--- src/rtl/joy_db15_pkg.sv ---
// Shared types and constants for the DB15 serial joystick link.
// Pad bit positions follow the adapter's shift-register wiring.
package joy_db15_pkg;

  typedef enum logic [1:0] {
    IDLE,
    LOAD,
    SHIFT
  } state_t;

  localparam int FRAME_BITS_DEF = 24;
  localparam int PAD_BITS       = 12;

  localparam int BIT_R  = 0;
  localparam int BIT_L  = 1;
  localparam int BIT_D  = 2;
  localparam int BIT_U  = 3;
  localparam int BIT_B1 = 4;
  localparam int BIT_B2 = 5;
  localparam int BIT_B3 = 6;
  localparam int BIT_B4 = 7;
  localparam int BIT_B5 = 8;
  localparam int BIT_B6 = 9;
  localparam int BIT_B7 = 10;
  localparam int BIT_B8 = 11;

endpackage

--- src/rtl/joy_db15_tx_if.sv ---
// Serial DB15 link wires: the host drives clock and load, the device answers on data.
interface joy_db15_tx_if;

  logic JOY_CLK;
  logic JOY_LOAD;
  logic JOY_DATA;

  modport master (
    output JOY_CLK,
    output JOY_LOAD,
    input  JOY_DATA
  );

  modport slave (
    input  JOY_CLK,
    input  JOY_LOAD,
    output JOY_DATA
  );

endinterface

--- src/rtl/db15_sync_edge.sv ---
// N-stage synchronizer with rise/fall detection; flops reset high because
// the link lines idle high.
module db15_sync_edge #(
  parameter int N = 2
) (
  input  logic clk_sys,
  input  logic rst_n,
  input  logic d,
  output logic q,
  output logic rise,
  output logic fall
);

  logic [N-1:0] sync_q;
  logic         prev_q;

  always_ff @(posedge clk_sys or negedge rst_n) begin
    if (!rst_n) begin
      sync_q <= '1;
      prev_q <= 1'b1;
    end else begin
      sync_q <= N'({sync_q, d});
      prev_q <= sync_q[N-1];
    end
  end

  assign q    = sync_q[N-1];
  assign rise = q & ~prev_q;
  assign fall = ~q & prev_q;

endmodule

--- src/rtl/joy_db15_tx.sv ---
// Device side of the DB15 serial joystick link: captures both pads while LOAD
// is low, then shifts one bit per host clock rise onto an active-low data line.
module joy_db15_tx
  import joy_db15_pkg::*;
#(
  parameter int FRAME_BITS  = FRAME_BITS_DEF,
  parameter int SYNC_STAGES = 2,
  parameter int TIMEOUT     = 4096
) (
  input  logic                               clk_sys,
  input  logic                               RESET_N,
  joy_db15_tx_if.slave                       link,
  input  logic [PAD_BITS-1:0]                joystick1,
  input  logic [PAD_BITS-1:0]                joystick2,
  output logic [$clog2(FRAME_BITS+1)-1:0]    bit_cnt,
  output logic                               frame_done,
  output logic                               timeout,
  output logic                               active
);

  localparam int CNT_W = $clog2(FRAME_BITS + 1);
  localparam int WD_W  = $clog2(TIMEOUT);

  state_t                  state, state_n;
  logic [FRAME_BITS-1:0]   sr, sr_n;
  logic [FRAME_BITS-1:0]   frame_word;
  logic [CNT_W-1:0]        bit_cnt_n;
  logic [WD_W-1:0]         wdog, wdog_n;
  logic                    frame_done_n;
  logic                    timeout_n;

  logic clk_sync, clk_rise, clk_fall;
  logic load_sync, load_rise, load_fall;
  logic unused_edges;

  db15_sync_edge #(.N(SYNC_STAGES)) u_sync_clk (
    .clk_sys (clk_sys),
    .rst_n   (RESET_N),
    .d       (link.JOY_CLK),
    .q       (clk_sync),
    .rise    (clk_rise),
    .fall    (clk_fall)
  );

  db15_sync_edge #(.N(SYNC_STAGES)) u_sync_load (
    .clk_sys (clk_sys),
    .rst_n   (RESET_N),
    .d       (link.JOY_LOAD),
    .q       (load_sync),
    .rise    (load_rise),
    .fall    (load_fall)
  );

  assign unused_edges = ^{clk_sync, clk_fall, load_rise, load_fall};

  // Player 2 sits in the upper half so player 1 bit 0 leaves the chain first.
  assign frame_word = FRAME_BITS'({joystick2, joystick1});

  always_ff @(posedge clk_sys or negedge RESET_N) begin
    if (!RESET_N) begin
      state         <= IDLE;
      sr            <= '0;
      bit_cnt       <= '0;
      wdog          <= '0;
      frame_done    <= 1'b0;
      timeout       <= 1'b0;
      link.JOY_DATA <= 1'b1;
    end else begin
      state         <= state_n;
      sr            <= sr_n;
      bit_cnt       <= bit_cnt_n;
      wdog          <= wdog_n;
      frame_done    <= frame_done_n;
      timeout       <= timeout_n;
      link.JOY_DATA <= ~sr[0];
    end
  end

  // A new load always beats a shift edge; an idle host clock eventually
  // releases the line so a stalled host never sees stale buttons.
  always_comb begin
    state_n      = state;
    sr_n         = sr;
    bit_cnt_n    = bit_cnt;
    wdog_n       = wdog;
    frame_done_n = 1'b0;
    timeout_n    = 1'b0;
    unique case (state)
      IDLE: begin
        if (!load_sync) state_n = LOAD;
      end
      LOAD: begin
        if (!load_sync) begin
          sr_n      = frame_word;
          bit_cnt_n = '0;
        end else begin
          state_n = SHIFT;
          wdog_n  = '0;
        end
      end
      SHIFT: begin
        if (!load_sync) begin
          state_n = LOAD;
        end else if (clk_rise) begin
          sr_n   = {1'b0, sr[FRAME_BITS-1:1]};
          wdog_n = '0;
          if (bit_cnt != CNT_W'(FRAME_BITS)) begin
            bit_cnt_n    = bit_cnt + 1'b1;
            frame_done_n = (bit_cnt == CNT_W'(FRAME_BITS - 1));
          end
        end else if (wdog == WD_W'(TIMEOUT - 1)) begin
          timeout_n = 1'b1;
          state_n   = IDLE;
          sr_n      = '0;
        end else begin
          wdog_n = wdog + 1'b1;
        end
      end
      default: state_n = IDLE;
    endcase
  end

  assign active = (state == SHIFT);

endmodule

--- src/flat_wrapper.sv ---
// flat-port wrapper written by rule: the top's interface ports become plain ports
module joy_db15_tx_flat import joy_db15_pkg::*;
#(
  parameter int FRAME_BITS  = FRAME_BITS_DEF,
  parameter int SYNC_STAGES = 2,
  parameter int TIMEOUT     = 4096
)
  (clk_sys, RESET_N, joystick1, joystick2, bit_cnt, frame_done, timeout, active, link_JOY_CLK, link_JOY_LOAD, link_JOY_DATA);
  joy_db15_tx_if link_i ();
  input  logic clk_sys;
  input  logic RESET_N;
  input  logic [PAD_BITS-1:0] joystick1;
  input  logic [PAD_BITS-1:0] joystick2;
  output logic [$clog2(FRAME_BITS+1)-1:0] bit_cnt;
  output logic frame_done;
  output logic timeout;
  output logic active;
  input wire logic [$bits(link_i.JOY_CLK)-1:0] link_JOY_CLK;
  input wire logic [$bits(link_i.JOY_LOAD)-1:0] link_JOY_LOAD;
  output wire logic [$bits(link_i.JOY_DATA)-1:0] link_JOY_DATA;
  assign link_i.JOY_CLK = link_JOY_CLK;
  assign link_i.JOY_LOAD = link_JOY_LOAD;
  assign link_JOY_DATA = link_i.JOY_DATA;
  joy_db15_tx #(.FRAME_BITS(FRAME_BITS), .SYNC_STAGES(SYNC_STAGES), .TIMEOUT(TIMEOUT)) u_core (.clk_sys(clk_sys), .RESET_N(RESET_N), .link(link_i), .joystick1(joystick1), .joystick2(joystick2), .bit_cnt(bit_cnt), .frame_done(frame_done), .timeout(timeout), .active(active));
endmodule
--- config.mk ---
export PLATFORM = sky130hd
export DESIGN_NAME = joy_db15_tx_flat
export DESIGN_NICKNAME = d
export VERILOG_FILES = /design/src/rtl/joy_db15_pkg.sv /design/src/rtl/joy_db15_tx_if.sv /design/src/rtl/db15_sync_edge.sv /design/src/rtl/joy_db15_tx.sv /design/src/flat_wrapper.sv
export SDC_FILE = /design/constraint.sdc
export NUM_CORES = 1
export LEC_CHECK = 0
export CAP_MARGIN = 40
export CORE_UTILIZATION = 55
export DETAILED_ROUTE_END_ITERATION = 10
export GPL_ROUTABILITY_DRIVEN = 1
export PLACE_DENSITY = 0.92
export SYNTH_ARGS = -nofsm -noshare
export SYNTH_HDL_FRONTEND = slang
export SYNTH_SLANG_ARGS = --single-unit
--- constraint.sdc ---
create_clock -name clk_sys -period 2 [get_ports clk_sys]
set_input_delay 0.3 -clock clk_sys [delete_from_list [all_inputs] [get_ports clk_sys]]
set_output_delay 0.3 -clock clk_sys [all_outputs]
set_load 0.05 [all_outputs]
After elaboration in Yosys (flattened, before gate mapping)
Index checks and enable logic that the tools add are counted.

RAM bits: 0. Register bits: 51. Input port bits: 28. Latch bits: 0. Output and inout port bits: 9. Logic and storage cells: 65. Bits in read-only memories: 0. Memories kept: 0.

Div/mod/pow operators: 0. Reduce and logical (&&, ||, !) cells: 6. Multipliers: 0. Add/subtract/negate cells: 2. Mux-type cells: 29. Bitwise logic cells: 3. Shifts and indexed selects: 0. Magnitude comparators: 0. Eq/ne operators: 15.

Operators by type and width (count): $mux W24 (4); $mux W12 (4); $pmux W24 S2 (1); $pmux W12 S2 (1); $mux W5 (4); $add A12 B1 Y12 const B (1); $eq A12 B12 Y1 const B (1); $reduce_and A4 Y1 (3); $mux W2 (5); $pmux W5 S2 (1); $mux W1 (8); $ne A2 B1 Y1 const B (3); $ne A2 B2 Y1 const B (3); $ne A3 B2 Y1 const B (2); $pmux W2 S3 (1); $add A5 B1 Y5 const B (1); $eq A5 B5 Y1 const B (1); $ne A5 B5 Y1 const B (1); $reduce_and A5 Y1 (1); $ne A3 B1 Y1 const B (1); $ne A3 B3 Y1 const B (1); $eq A2 B1 Y1 const B (1); $eq A2 B2 Y1 const B (1); $logic_not A2 Y1 (1); other kinds (3) (4).

Logic depth before layout (Yosys ltp)
Gate-level depths: netlist of the first run.

Depth in word-level cells: 5. Gate-level depth with buffers: 7. Depth with buffers taken out: 6.

Cells and area by module
From an unflattened synthesis of the first run, not the netlist that was laid out.

Cell total of the unflattened synthesis: 287. Area, all modules: 2748.9 um2.

Modules (own cells, without submodules): joy_db15_tx (times used 1, area each 2561.2 um2, cells each 277, sequential area each 1152.4 um2); db15_sync_edge (times used 2, area each 93.8 um2, cells each 5, sequential area each 78.8 um2).

Worst setup path after synthesis of the first run
Ideal clock, no wire load.

Kind: reg2reg. From: register u_core.state[0]. To: register u_core.sr[16]. Clock period less this slack: 2.247 ns. Data arrival time: 2.122 ns. Slack: -0.247 ns. Buffers on the path: 2. Stages on the path, launching flop included: 8. Path through: dfrtp_1 > inv_1 > ha_1 > inv_1 > buf_4 > dlymetal6s2s_1 > a22o_2 > mux2_4.

Longest elaborated chain between the ends: 3. Elaborated cells on any way between the ends: 8. Those cells by class: eq/ne: 5; mux: 1; reduce/logical: 2.

Ends and longest elaborated chain: start: declaration (RTL line joy_db15_tx.sv:24) `state_t state, state_n;`; start signal: assignment (RTL line joy_db15_tx.sv:69) `state <= state_n;`; $eq A2 B2 Y1 (*); net active (RTL line flat_wrapper.sv:17) `output logic active;`; $ne A3 B1 Y1 (no line), or another cell as far along; $reduce_and A4 Y1 (no line); end signal: assignment (RTL line joy_db15_tx.sv:70) `sr <= sr_n;`; end: declaration (RTL line joy_db15_tx.sv:25) `logic [FRAME_BITS-1:0] sr, sr_n;`.

The timed path passes the listed nets; every way through them passes the cells marked *. A chain may end at the register's enable or synchronous reset.

Worst setup path in the final report of the first run
From: register u_core.link.JOY_DATA. To: output port link_JOY_DATA.

RTL lines: start: declaration (RTL line joy_db15_tx_if.sv:17) `output JOY_DATA`; start signal: assignment (RTL line joy_db15_tx.sv:75) `link.JOY_DATA <= ~sr[0];`; end: declaration (RTL line flat_wrapper.sv:20) `output wire logic [$bits(link_i.JOY_DATA)-1:0] link_JOY_DATA;`.

No word-level cell between the ends.

==> results.cfg, run 1 <==
[run_status]
status = finished clean

[clock_tree]
clock-sinks = 51
worstSkewPairLatency_ns = 0.31
numCtsBuffers = 5
cts.clk_slew.worst_paths_ns = 0.09
clock_tree.buffer_depth = 2
tritoncts = built
cts_root_buf = sky130_fd_sc_hd__clkbuf_8
clock_tree.htree_level_count = 2

[min_path]
hold_path_end = u_core.u_sync_load.sync_q[1]$_DFF_PN1_
hold_start = u_core.u_sync_load.sync_q[0]$_DFF_PN1_
timing.hold.worst.class = register to register
timing.hold.worst_path_depth = 0

[pwr]
leakage_nw = 1.568
max-vdd-ir-drop_mv = 0.7332
power-per-cell-area_nw_per_um2 = 1308
design_power_total_mw = 4.556

[timing]
finalCritPeriodShare = 0.9589
max-slew-margin-rel = 0.6064
report.final.slew_viol_count = 0
setup_violations = 0
max_freq_mhz = 521.5
worstMarginPinSlew_ns = 0.5904
fin_crit_ns = 1.918
totalNegativeSetupSlack_ns = 0
finalHoldViolCount = 0
final.hold.worst_slack_ns = 0.3594
rsz0062_at_grt = yes
clock_skew_ns = 0.005094

[global_routing]
global_route_wire_length_before_repair_um = 10510
antenna_found_initial = 0
largest_net_degree_at_the_start_of_global_routing = 29
globalRoute.totalOverflow = 0
first_global_vias = 2203
grtUsageTotal = 0.2662

[detailed_routing]
detailedRoute.firstIterationViolations = 130
detail_route.drc_violations = 0
ant_nets = 0
route.vias.total = 2069
vias_per_cell = 5.878
post_drt_wl_per_cell_um = 17.41
drt-pass1-iter-count = 4
route.final.wire_length_um = 6130

[final_layout]
fin_cells = 352
mostFrequentLayoutCell = sky130_fd_sc_hd__dfrtp_1
filler_cell_count = 302
antenna_cells = 0
final_layout_size_suffix_gt1_frac = 0.3298
finalNetCount = 319
final_core_utilization = 0.7375
final_cell_mix = 45 x sky130_fd_sc_hd__dfrtp_1, 34 x sky130_fd_sc_hd__clkdlybuf4s50_1, 23 x sky130_fd_sc_hd__buf_4, 19 x sky130_fd_sc_hd__mux2_4, 17 x sky130_fd_sc_hd__a22o_1
synthesis_to_finish_area_growth_pct = 28.18

[die]
floorplan.rows = 25
floorplan.initialDensity = 0.5754
dieWidth_um = 72.29
number_of_top_level_pins = 37
core-area_um2 = 4723
die_height_um = 72.29
die-area_um2 = 5226

[synth]
synth_edf_count = 0
ys_ff_latch = 51
netlist_instances = 225
synth_top_area_share = 0.4144
synthesis.area_per_instance_um2 = 12.08
yosys.cell_types.count = 48
netlist_top_cells_area = sky130_fd_sc_hd__dfrtp_1 41%, sky130_fd_sc_hd__mux2_4 10%, sky130_fd_sc_hd__dfstp_2 5.8%, sky130_fd_sc_hd__a22o_1 5.5%, sky130_fd_sc_hd__ha_1 3.2%
synth_sequential_area_ratio = 0.4724
yosys_warnings = 0
postSynth.topFlopCell = sky130_fd_sc_hd__dfrtp_1
asyncSetResetFlopFracSynth = 1.000
synth_area_leader_cell = sky130_fd_sc_hd__dfrtp_1
mappedNetlistNets = 260
syn_area_um2 = 2718

[setup_path]
r2r_slack_ns = 0.09
worstPathMaxFanout = 1
slowest_stage_delay_cp_ns = 0.79
timing.critical_path.depth = 1
worstPathBufferInverterCount = 1
r2r-start = u_core.state[1]$_DFFE_PN0P_
cp_data_arrival_time_ns = 1.62
timing.critical_path.cells = clkdlybuf4s50_1
worst_path_max_delay_cell = sky130_fd_sc_hd__clkdlybuf4s50_1
setup.worst_path.start_class = register
critical_path.top_delay_family = buffers and inverters
criticalPathCategory = register to primary output
timing.reg2reg.worst_path_depth = 7
crit-reg2reg-capture = u_core.wdog[10]$_DFFE_PN0P_
crit_required_ns = 1.70
worstSetupEndpointType = primary output

[placed_design]
detailed_place_hpwl_um = 4267
port-buffer-count = 36
gp_routability_congestion = 0.9154
dpl.cell_count = 342

[run]
maxCapViolations = 0
==> stage by stage <==
stage	worst slack (ns)	area, µm²
final	0.08228	3483
after floorplan	0.1051	2730
after global placement	-0.04208	3299
after detailed placement	-0.1188	3327
after CTS	0.05778	3432
after global routing	-0.07529	3483
==> flip-flops by register name, indices dropped and copies added (netlist names) <==
signal,cells
u_core.link.JOY_DATA,1
u_core.u_sync_clk.prev_q,1
u_core.frame_done,1
u_core.bit_cnt,5
u_core.u_sync_load.sync_q,2
u_core.sr,24
u_core.timeout,1
u_core.u_sync_clk.sync_q,2
u_core.wdog,12
u_core.state,2
==> cell type report <==
| type | count | area (µm²) | area share |
|---|---|---|---|
| Multi-Input combinational cell | 153 | 1379 | 0.3958 |
| Timing Repair Buffer | 64 | 618.1 | 0.1774 |
| Clock buffer | 6 | 72.57 | 0.02083 |
| Clock inverter | 2 | 12.51 | 0.003592 |
| Sequential cell | 51 | 1284 | 0.3685 |
| Inverter | 9 | 33.78 | 0.009698 |
| Tap cell | 67 | 83.83 | 0.02407 |
==> cells in the mapped netlist, types with 6 or more instances <==
master	number
sky130_fd_sc_hd__a21oi_1	8
sky130_fd_sc_hd__nand3_1	7
sky130_fd_sc_hd__mux2i_1	8
sky130_fd_sc_hd__dfstp_2	6
sky130_fd_sc_hd__a22o_2	8
sky130_fd_sc_hd__mux2_4	19
sky130_fd_sc_hd__mux2_2	6
sky130_fd_sc_hd__nand2_1	16
sky130_fd_sc_hd__a22o_1	17
sky130_fd_sc_hd__inv_1	9
sky130_fd_sc_hd__ha_1	7
sky130_fd_sc_hd__nor3_1	6
sky130_fd_sc_hd__dfrtp_1	45
sky130_fd_sc_hd__nand2b_1	7
==> kinds of logic (layout without fill, tap and decap cells) <==
group                      after synthesis  count (layout)  share of synthesized area
DFF                                     51              51                     0.4724
adders and majority gates                7               7                    0.03223
muxes                                   33              33                     0.1593
AOI/OAI and AO/OA                       55              55                     0.1685
and+or+nand+nor                         58              58                     0.1257
buffers and inverters                   21              81                    0.04189
==> per-layer routing <==
metal / global-route usage / up-vias / part of all wire / wire length [µm]
met3: 0.05000 / 14 / 0.043 / 264
met2: 0.4528 / 52 / 0.50 / 3069
met1: 0.3358 / 1047 / 0.43 / 2655
met4: 0.1068 / 0 / 0.023 / 140
met5: 0 / - / 0 / 0
li1: - / 956 / - / -
==> what timing repair did <==
item / CTS / global route
hold endpoints to repair: 8 / 0
pin swaps: 0 / 0
gates resized for setup: 1 / 11
buffers inserted: 1 / 0
endpoints found under the setup margin: 15 / 25
hold buffers: 1 / 0
==> how the worst max path moves through the flow <==
| stage | start | to | slack, ns |
|---|---|---|---|
| after floorplan | u_core.state[0]$_DFFE_PN0P_ | u_core.sr[16]$_DFFE_PN0P_ | 0.11 |
| after global placement | u_core.u_sync_clk.prev_q$_DFF_PN1_ | u_core.sr[12]$_DFFE_PN0P_ | -0.04 |
| after detailed placement | u_core.state[0]$_DFFE_PN0P_ | u_core.sr[18]$_DFFE_PN0P_ | -0.12 |
| after CTS | u_core.state[0]$_DFFE_PN0P_ | u_core.wdog[10]$_DFFE_PN0P_ | 0.06 |
| after global routing | u_core.state[1]$_DFFE_PN0P_ | u_core.wdog[10]$_DFFE_PN0P_ | -0.08 |
| final | u_core.link.JOY_DATA$_DFF_PN1_ | link_JOY_DATA | 0.08 |
==> power breakdown <==
group | internal (mW) | leakage (nW) | switching, mW
clock network | 0.245 | 0.0412 | 0.340
registers | 1.36 | 0.643 | 0.194
logic | 1.36 | 0.884 | 1.06
Note: power is estimated with default switching activity, not from simulation.
==> run 2: changes to the inputs <==
- TNS_END_PERCENT: unset -> 1
==> run 2 against run 1 <==
Effect of this change:
- worst setup slack worse by 0.014 ns
- global-route usage unchanged
- fmax down 0.72%
- register-to-register slack worse by 0.02 ns
- power down 1.0%
- die area unchanged
- sequential cell count unchanged
- sequential share of layout area up 0.16 points
- first-iteration DRC count up 7.7%
- hold slack about the same
- combinational power down 2%
- largest power group unchanged
- highest routed layer unchanged
==> results.cfg, run 2 (synthesis results as in run 1) <==
[run_status]
status = finished clean

[pwr]
max-vdd-ir-drop_mv = 0.7304
power-per-cell-area_nw_per_um2 = 1300
leakage_nw = 1.565
design_power_total_mw = 4.510

[placed_design]
dpl.cell_count = 342
placement.cell_area_um2 = 3327
detailed_place_hpwl_um = 4267
gp_routability_congestion = 0.9154
port-buffer-count = 36

[die]
number_of_top_level_pins = 37
die_height_um = 72.29
core-area_um2 = 4723
floorplan.initialDensity = 0.5754
die-area_um2 = 5226
dieWidth_um = 72.29
floorplan.rows = 25

[clock_tree]
clock-sinks = 51
clock_tree.buffer_depth = 2
worstSkewPairLatency_ns = 0.31
clock_tree.htree_level_count = 2
numCtsBuffers = 5
cts_root_buf = sky130_fd_sc_hd__clkbuf_8
tritoncts = built
cts.clk_slew.worst_paths_ns = 0.09

[setup_path]
cp-endpoint = u_core.sr[3]$_DFFE_PN0P_
worst_setup_path_start = u_core.state[0]$_DFFE_PN0P_
timing.reg2reg.worst_path_depth = 8
setup.worst_path.start_class = register
crit-reg2reg-capture = u_core.sr[3]$_DFFE_PN0P_
worstSetupEndpointType = register
criticalPathCategory = register to register
r2r_slack_ns = 0.07
worstPathMaxFanout = 9
r2r-start = u_core.state[0]$_DFFE_PN0P_
crit_required_ns = 2.20
cp_data_arrival_time_ns = 2.13

[detailed_routing]
ant_nets = 0
route.vias.total = 2083
route.final.wire_length_um = 6067
detailedRoute.firstIterationViolations = 140
drt-pass1-iter-count = 4
vias_per_cell = 5.918
post_drt_wl_per_cell_um = 17.24
detail_route.drc_violations = 0

[timing]
finalHoldViolCount = 0
max_freq_mhz = 517.7
rsz0062_at_grt = yes
fin_crit_ns = 1.932
clock_skew_ns = 0.007071
finalCritPeriodShare = 0.9658
report.final.slew_viol_count = 0
setup_violations = 0
worstMarginPinSlew_ns = 0.5930
max-slew-margin-rel = 0.6047

[final_layout]
fin_cells = 352
largest_reg_flops = 24
finalNetCount = 319
largest_registers = u_core.sr: 24 flops, u_core.wdog: 12 flops, u_core.bit_cnt: 5 flops
final_core_utilization = 0.7343
registers.top_by_ff_count = u_core.sr
final_layout_size_suffix_gt1_frac = 0.3228
synthesis_to_finish_area_growth_pct = 27.62
antenna_cells = 0
filler_cell_count = 306
final_cell_mix = 45 x sky130_fd_sc_hd__dfrtp_1, 34 x sky130_fd_sc_hd__clkdlybuf4s50_1, 24 x sky130_fd_sc_hd__buf_4, 19 x sky130_fd_sc_hd__mux2_4, 17 x sky130_fd_sc_hd__a22o_1
finalInstanceArea_um2 = 3468
mostFrequentLayoutCell = sky130_fd_sc_hd__dfrtp_1

[global_routing]
antenna_found_initial = 0
largest_net_degree_at_the_start_of_global_routing = 29
global_route_wire_length_before_repair_um = 10510
globalRoute.totalOverflow = 0
first_global_vias = 2203
grtUsageTotal = 0.2662

[min_path]
timing.hold.worst.class = register to register
timing.hold.worst_path_depth = 0

[run]
maxCapViolations = 0
-- run 2: cell counts in the layout (fill, tap and decap cells not counted) --
Identical to the previous run, type by type.
-- run 2: power by group --
| group | switching [mW] | leakage [nW] | internal [mW] |
|---|---|---|---|
| sequential | 0.191 | 0.643 | 1.36 |
| clock | 0.336 | 0.0412 | 0.245 |
| combinational | 1.05 | 0.881 | 1.33 |
| total | 1.57 | 1.56 | 2.94 |
-- run 2: final cells by class --
| type | count | area, µm² | share of cell area |
|---|---|---|---|
| Multi-Input combinational cell | 153 | 1368 | 0.3943 |
| Inverter | 9 | 33.78 | 0.009740 |
| Clock buffer | 6 | 72.57 | 0.02092 |
| Clock inverter | 2 | 12.51 | 0.003607 |
| Sequential cell | 51 | 1284 | 0.3701 |
| Tap cell | 67 | 83.83 | 0.02417 |
| Timing Repair Buffer | 64 | 614.3 | 0.1771 |
-- run 2: stage by stage --
stage          setup TNS [ns]  setup slack (ns)  hold slack (ns)
3_3_place_gp          -0.8394          -0.04208           0.3235
4_1_cts                     0           0.05778           0.3602
5_1_grt               -0.4594          -0.07548           0.3696
2_1_floorplan               0            0.1051         0.004409
3_5_place_dp           -1.573           -0.1188           0.3336
6_report                    0           0.06833           0.3593
-- run 2: what timing repair did --
item                       4_1_cts  5_1_grt
hold buffers                     1        0
pin swaps                        0        0
gates resized for setup          1        7
setup endpoints to repair       15       25
hold endpoints to repair         8        0
setup buffers                    1        0
-- run 2: worst min-delay path by stage --
stage,startpoint,endpoint
floorplan,RESET_N,u_core.bit_cnt[0]$_DFFE_PN0P_
global placement,RESET_N,u_core.sr[5]$_DFFE_PN0P_
detailed placement,RESET_N,u_core.sr[5]$_DFFE_PN0P_
CTS,u_core.u_sync_load.sync_q[0]$_DFF_PN1_,u_core.u_sync_load.sync_q[1]$_DFF_PN1_
global route,u_core.u_sync_load.sync_q[0]$_DFF_PN1_,u_core.u_sync_load.sync_q[1]$_DFF_PN1_
finish,u_core.u_sync_load.sync_q[0]$_DFF_PN1_,u_core.u_sync_load.sync_q[1]$_DFF_PN1_
-- run 2: worst max-delay path, cell delays in order (launching register included) --
cell and delay (ns):
sky130_fd_sc_hd__dfrtp_1 0.36, sky130_fd_sc_hd__inv_1 0.08, sky130_fd_sc_hd__buf_4 0.14, sky130_fd_sc_hd__ha_1 0.26
sky130_fd_sc_hd__a21bo_2 0.24, sky130_fd_sc_hd__nor2_2 0.15, sky130_fd_sc_hd__o21ai_4 0.10, sky130_fd_sc_hd__buf_4 0.19
sky130_fd_sc_hd__mux2_4 0.31
-- run 2: metal layers --
| metal | track usage | vias to the layer above | part of all wire |
|---|---|---|---|
| li1 | - | 958 | - |
| met1 | 0.3358 | 1045 | 0.42 |
| met2 | 0.4528 | 66 | 0.50 |
| met3 | 0.05000 | 14 | 0.051 |
| met4 | 0.1068 | 0 | 0.023 |
| met5 | 0 | - | 0 |
